**src/rtl/seq_ab_pkg.sv**
```systemverilog
// Shared encodings for the A-then-B sequence driver and its downstream detector.
package seq_ab_pkg;
   localparam logic [2:0] S_IDLE    = 3'd0;
   localparam logic [2:0] S_CLR     = 3'd1;
   localparam logic [2:0] S_SEND_A  = 3'd2;
   localparam logic [2:0] S_GAP     = 3'd3;
   localparam logic [2:0] S_SEND_B  = 3'd4;
   localparam logic [2:0] S_WAIT_OK = 3'd5;
   localparam logic [2:0] S_FINISH  = 3'd6;

   // Detector-side states, kept here so both ends agree on the encoding.
   localparam logic [1:0] D_IDLE     = 2'd0;
   localparam logic [1:0] D_WAITFORB = 2'd1;
   localparam logic [1:0] D_DONE     = 2'd2;
   localparam logic [1:0] D_ERROR    = 2'd3;

   localparam int DEF_TIMEOUT = 8;
endpackage

```
**src/rtl/seq_down_counter.sv**
```systemverilog
// Loadable down counter that saturates at zero; flags for one and zero.
module seq_down_counter #(
   parameter int W = 4
) (
   input  logic         clk,
   input  logic         rst,
   input  logic         load,
   input  logic         en,
   input  logic [W-1:0] load_val,
   output logic [W-1:0] value,
   output logic         is_one,
   output logic         is_zero
);
   always_ff @(posedge clk) begin
      if (rst)
         value <= '0;
      else if (load)
         value <= load_val;
      else if (en && value != '0)
         value <= value - 1'b1;
   end

   assign is_one  = (value == W'(1));
   assign is_zero = (value == '0);
endmodule

```
**src/rtl/seq_ab_driver.sv**
```systemverilog
// Drives det_rst/A/gap/B pairs into the sequence detector and checks rx_ok.
module seq_ab_driver
   import seq_ab_pkg::*;
#(
   parameter int GAP_W   = 4,
   parameter int REP_W   = 4,
   parameter int TIMEOUT = DEF_TIMEOUT,
   parameter int TO_W    = 4
) (
   input  logic             clk,
   input  logic             rst,
   input  logic             start,
   input  logic             inject_err,
   input  logic [GAP_W-1:0] gap,
   input  logic [REP_W-1:0] reps,
   input  logic             rx_ok,
   output logic             det_rst,
   output logic             A,
   output logic             B,
   output logic             busy,
   output logic             done,
   output logic             fail,
   output logic [2:0]       stateOut
);
   logic [2:0]       state, nxt;
   logic [GAP_W-1:0] gap_q;
   logic [REP_W-1:0] rem;
   logic             inj_q;
   logic             fail_q;

   logic [GAP_W-1:0] g_val;
   logic [TO_W-1:0]  to_val;
   logic             g_one, g_zero, to_one, to_zero;
   logic             pair_end, pair_fail, more;

   seq_down_counter #(.W(GAP_W)) u_gap (
      .clk(clk), .rst(rst),
      .load(state == S_SEND_A && gap_q != '0), .en(state == S_GAP),
      .load_val(gap_q), .value(g_val), .is_one(g_one), .is_zero(g_zero)
   );

   seq_down_counter #(.W(TO_W)) u_to (
      .clk(clk), .rst(rst),
      .load(state == S_SEND_B), .en(state == S_WAIT_OK),
      .load_val(TO_W'(TIMEOUT)), .value(to_val), .is_one(to_one), .is_zero(to_zero)
   );

   logic unused_cnt;
   assign unused_cnt = ^{g_val, to_val, to_zero};

   // rx_ok takes priority over expiry; in inject mode the sense is inverted.
   assign pair_end  = (state == S_WAIT_OK) && (rx_ok || to_one);
   assign pair_fail = inj_q ? rx_ok : !rx_ok;
   assign more      = (rem > REP_W'(1));

   always_comb begin
      nxt = state;
      case (state)
         S_IDLE:    if (start) nxt = S_CLR;
         S_CLR:     nxt = inj_q ? S_SEND_B : S_SEND_A;
         S_SEND_A:  nxt = (gap_q == '0) ? S_SEND_B : S_GAP;
         S_GAP:     if (g_one || g_zero) nxt = S_SEND_B;
         S_SEND_B:  nxt = S_WAIT_OK;
         S_WAIT_OK: if (pair_end) nxt = more ? S_CLR : S_FINISH;
         S_FINISH:  nxt = S_IDLE;
         default:   nxt = S_IDLE;
      endcase
   end

   always_ff @(posedge clk) begin
      if (rst) begin
         state  <= S_IDLE;
         gap_q  <= '0;
         rem    <= '0;
         inj_q  <= 1'b0;
         fail_q <= 1'b0;
      end else begin
         state <= nxt;
         if (state == S_IDLE && start) begin
            gap_q  <= gap;
            rem    <= (reps == '0) ? REP_W'(1) : reps;
            inj_q  <= inject_err;
            fail_q <= 1'b0;
         end
         if (pair_end && pair_fail) fail_q <= 1'b1;
         if (pair_end && more) rem <= rem - 1'b1;
      end
   end

   assign det_rst  = (state == S_CLR);
   assign A        = (state == S_SEND_A);
   assign B        = (state == S_SEND_B);
   assign busy     = (state != S_IDLE);
   assign done     = (state == S_FINISH);
   assign fail     = fail_q;
   assign stateOut = state;
endmodule
```
**config.mk**
```make
export PLATFORM = sky130hd
export DESIGN_NAME = seq_ab_driver
export DESIGN_NICKNAME = d
export VERILOG_FILES = /design/src/rtl/seq_ab_pkg.sv /design/src/rtl/seq_down_counter.sv /design/src/rtl/seq_ab_driver.sv
export SDC_FILE = /design/constraint.sdc
export NUM_CORES = 1
export LEC_CHECK = 0
export BUFFER_PORTS_ARGS = -buffer_cell sky130_fd_sc_hd__buf_2
export CAP_MARGIN = 10
export CORE_ASPECT_RATIO = 1.1
export CORE_MARGIN = 3
export CORE_UTILIZATION = 35
export DETAILED_ROUTE_END_ITERATION = 6
export GPL_TIMING_DRIVEN = 0
export PLACE_DENSITY = 0.61
export SLEW_MARGIN = 10
export SYNTH_ARGS = -nofsm -noshare
export SYNTH_HDL_FRONTEND = slang
export SYNTH_SLANG_ARGS = --single-unit
```
**constraint.sdc**
```tcl
create_clock -name clk -period 2.5 [get_ports clk]
set_input_delay 0.25 -clock clk [delete_from_list [all_inputs] [get_ports clk]]
set_output_delay 0.25 -clock clk [all_outputs]
set_load 0.05 [all_outputs]
```
* After elaboration in Yosys (flattened, before gate mapping) *
Index checks and enable logic that the tools add are counted.

cells by class
  add/subtract/negate cells = 3
  $lt $le $gt $ge = 1
  equality and inequality tests = 11
  mux-type cells = 17
  reduce and logical (&&, ||, !) cells = 24

operator list
  cell                 number
  $mux 4               7
  $mux 3               6
  $pmux 3 s6           1
  $logic_not 4->1      3
  $reduce_bool 4->1    3
  $sub 4x1->4 const B  3
  $eq 3x3->1 const B   3
  $eq 4x1->1 const B   2
  $reduce_bool 2->1    4
  $logic_and 1x1->1    7
  $eq 3x2->1 const B   2
  $ne 2x2->1 const B   3
  $gt 4x1->1 const B   1
  $eq 3x1->1 const B   1
  $logic_not 3->1      1
  $mux 1               3
  $reduce_and 3->1     1
  $reduce_bool 3->1    1
  $logic_or 1x1->1     2
  $reduce_or 2->1      1
  $logic_not 1->1      1

storage, ports and cells
  register bits = 21
  input port bits = 13
  output and inout bits = 9
  word-level logic and storage cells = 64

* Longest topological paths before layout *
  word-level depth = 5
  depth in mapped cells = 6

* Modules after synthesis *
A second synthesis with hierarchy kept.

second synthesis, totals
  cell total of the unflattened synthesis = 166
  area total of the unflattened synthesis = 1390.1 um2

modules (own cells, without submodules)
  module            times used  cells an instance  area an instance (um2)
  seq_ab_driver     1           104                824.5
  seq_down_counter  2           31                 282.8

* Least setup slack after synthesis *
No wires, ideal clock.

  path kind = flip-flop to output port
  start point = reg state[0], in the netlist stateOut[0]
  end point = out det_rst
  data arrival time = 2.263 ns
  setup slack = -0.013 ns
  cell stages (with the launch flop) = 5
  cell sequence = dfxtp_1 > buf_6 > clkbuf_1 > inv_1 > nor3_1

between the ends
  cells in the longest elaborated chain, start to end = 1

RTL lines
  element                 RTL line             RTL
  from (decl)             seq_ab_driver.sv:25  logic [2:0] state, nxt;
  from (signal assigned)  seq_ab_driver.sv:78  state <= nxt;
  $eq 3x1->1              seq_ab_driver.sv:90  assign det_rst = (state == S_CLR);
  to (decl)               seq_ab_driver.sv:17  output logic det_rst,

No other way between the ends.

* Worst setup path in the final report *
Ends and elaborated chain as after synthesis.

==> results.json <==
{
  "status": "finished, final reports clean",
  "cts_root_buf": "clkbuf_4",
  "post_cts_buffers": 0,
  "start_kind": "register",
  "first_pass_iters": 4,
  "port_buffers": 21,
  "maxCapViolCount": 0,
  "num_rows": 22,
  "cts_hold_buf": 0,
  "slew_viol_final": 0,
  "worst_slew_pin_slew_ns": 0.537,
  "combinationalPowerShare_pct": 52.7,
  "endpoint_kind": "primary output",
  "numClockSinks": 21,
  "synth_ff_type": "dfxtp_1",
  "syn2layout_area_growth_pct": 15.5,
  "rr_startpoint": "u_gap.value[0]$_SDFFE_PP0P_",
  "worstPathArrival_ns": 1.74,
  "whs_path_depth": 3,
  "hold_path.class": "input pin to register",
  "die_h_um": 69.4,
  "synth.avg_cell_area_um2": 8.63,
  "grt-ovfl-total": 0,
  "power.leakage_uw": 0.000585,
  "tns_ns": 0,
  "grt_pass1_wl_um": 5040,
  "rrSetupSlack_ns": 0.75,
  "syn_inst": 148,
  "drtIter0Drc": 31,
  "grt_usage_pct": 13.6,
  "min_period_over_period_pct": 79.5,
  "hold_viol_final": 0,
  "reg2reg_depth": 6,
  "setup_viol": 0,
  "grt_max_degree": 13,
  "async_reset_ff_share_pct": 0,
  "holdPathEnd": "gap_q[0]$_SDFFE_PP0P_",
  "netlist_top_cells_area": "dfxtp_1, ha_1, a21oi_1, nand2_1, nor3_1",
  "grtUsageMet3_pct": 1.94,
  "synth_fp_nets": 168,
  "final_common_cell": "buf_2",
  "io_pins": 22,
  "vias": 1186,
  "htreeDepth": 1,
  "final_nets": 194,
  "tritoncts": "built",
  "yosysSeqAreaShare_pct": 32.9,
  "p_switching_uw": 640,
  "routed_wl_um": 2980,
  "yosys_warnings": 0,
  "cts_resized": 0,
  "cts_buffer_depth": 2,
  "finish.utilization_pct": 43.2,
  "ys_seq_elements": 21,
  "route.detailed.wl_per_inst_um": 13.5,
  "post_drt_via_cell_ratio": 5.37,
  "clkPwrFrac_pct": 12.7,
  "antenna_left": 0,
  "clk_pin_slew_ns": 0.14,
  "place.gp.congestion": 0.870,
  "layout-drive-gt1-share_pct": 23.7,
  "antenna_found_initial": 0,
  "power_density_nw_per_um2": 925,
  "die_area_um2": 4410,
  "rsz0062_at_grt": "false",
  "busiest_layer": "met2",
  "synth_enable_flop_cells": 0,
  "layout_common_cells": "buf_2, dfxtp_1, nand2_1, a21oi_1, inv_1",
  "core_area_um2": 3410,
  "min_period_ns": 1.99,
  "hp-start": "gap[0]",
  "cp.required_ns": 2.25,
  "cts_inserted_buffers": 3,
  "grt_pass1_vias": 1096,
  "clkLatencyLatePin_ns": 0.31,
  "switching_share_pct": 46.9,
  "reg2reg_to": "stateOut[2]$_SDFFE_PP0P_",
  "p_seq_share_pct": 34.6,
  "synth_cell_types": 46,
  "hpwl_um": 2270,
  "yosysTopAreaCell": "dfxtp_1",
  "start_util_pct": 37.4,
  "synth_area_um2": 1280,
  "crit_path_max_fanout": 10,
  "antennaDiodeCount": 0,
  "grt.met1_usage_pct": 18.7,
  "drc": 0,
  "fp.dieW_um": 63.6,
  "use_met2_pct": 22.6,
  "p_int_uw": 724,
  "fmax_mhz": 503,
  "finalClockSkew_ns": 0.0148,
  "relSlewSlack_pct": 64.2,
  "ir_drop_mv": 0.403,
  "synth_top_cell_area_share_pct": 32.9,
  "crit_type": "register to primary output"
}
[metal layers]
| layer | wire [µm] | share of wire [%] | up-vias |
|---|---|---|---|
| met4 | 37 | 1.2 | 0 |
| met1 | 1420 | 48 | 553 |
| li1 | - | - | 601 |
| met2 | 1390 | 47 | 28 |
| met3 | 133 | 4.5 | 4 |
| met5 | 0 | 0 | - |
[cells by family after synthesis]
logic type	count (synthesis)	share of synthesized area, %
compound gates	43	24.6
flops	21	32.9
xor+xnor	4	2.74
fa+ha+maj	7	6.86
simple gates	57	26.8
buf+inv	16	6.07
[synth_stat cells, types with 3 or more instances]
| cell | number |
|---|---|
| nor3_1 | 8 |
| nor3b_2 | 3 |
| or3_1 | 5 |
| a211oi_1 | 3 |
| nand3_1 | 4 |
| nand4b_1 | 3 |
| xnor2_1 | 4 |
| clkbuf_1 | 3 |
| nand2_1 | 13 |
| dfxtp_1 | 21 |
| a21oi_1 | 10 |
| a311oi_1 | 3 |
| a21o_1 | 4 |
| o21ai_0 | 3 |
| ha_1 | 7 |
| inv_1 | 9 |
| nand2b_1 | 4 |
| nor2_1 | 6 |
[metrics by stage]
step	power [µW]	instances	worst slack, ns	cell area [µm²]	hold WS, ns
detailed placement	1200	217	0.776	1450	0.482
floorplan	1040	148	0.301	1280	0.332
global route	1460	221	0.431	1480	0.156
global placement	1180	217	0.816	1450	0.472
finish	1360	221	0.513	1480	0.153
CTS	1370	221	0.529	1480	0.152
[sequential cells by signal (all words and copies together) (netlist names)]
signal	count
gap_q	4
rem	4
u_gap.value	4
u_to.value	4
stateOut	3
fail	1
inj_q	1
[how the worst max path moves through the flow]
| stage | slack, ns | depth (start not counted) | to | from |
|---|---|---|---|---|
| 5_1_grt | 0.43 | 5 | det_rst | stateOut[0]$_SDFFE_PP0P_ |
| 3_5_place_dp | 0.78 | 6 | stateOut[2]$_SDFFE_PP0P_ | u_gap.value[0]$_SDFFE_PP0P_ |
| 6_report | 0.51 | 5 | det_rst | stateOut[0]$_SDFFE_PP0P_ |
| 3_3_place_gp | 0.82 | 6 | stateOut[2]$_SDFFE_PP0P_ | u_gap.value[0]$_SDFFE_PP0P_ |
| 2_1_floorplan | 0.30 | 4 | u_gap.value[3]$_SDFFE_PP0P_ | stateOut[1]$_SDFFE_PP0P_ |
| 4_1_cts | 0.53 | 5 | det_rst | stateOut[0]$_SDFFE_PP0P_ |
[worst max-delay path, cell delays in order (launching register included)]
cell      delay, ns
dfxtp_1        0.37
buf_6          0.13
clkbuf_1       0.35
inv_1          0.14
nor3_2         0.16
buf_2          0.28
[cell type report]
type	instances	area, µm²
multi-input combinational	111	785
clock inverter	1	5.00
fill	371	1940
buffer	7	43.8
sequential	21	420
timing repair buffer	21	105
tap	48	60.1
inverter	9	33.8
clock buffer	3	22.5
[power groups by stage]
stage | clock (µW) | combinational (µW) | sequential [µW]
after floorplan | 0 | 521 | 519
after global placement | 0 | 707 | 477
after detailed placement | 0 | 717 | 480
after CTS | 178 | 720 | 472
after global routing | 188 | 786 | 486
final | 173 | 719 | 472
No activity file was read; power rests on OpenSTA's default activity.
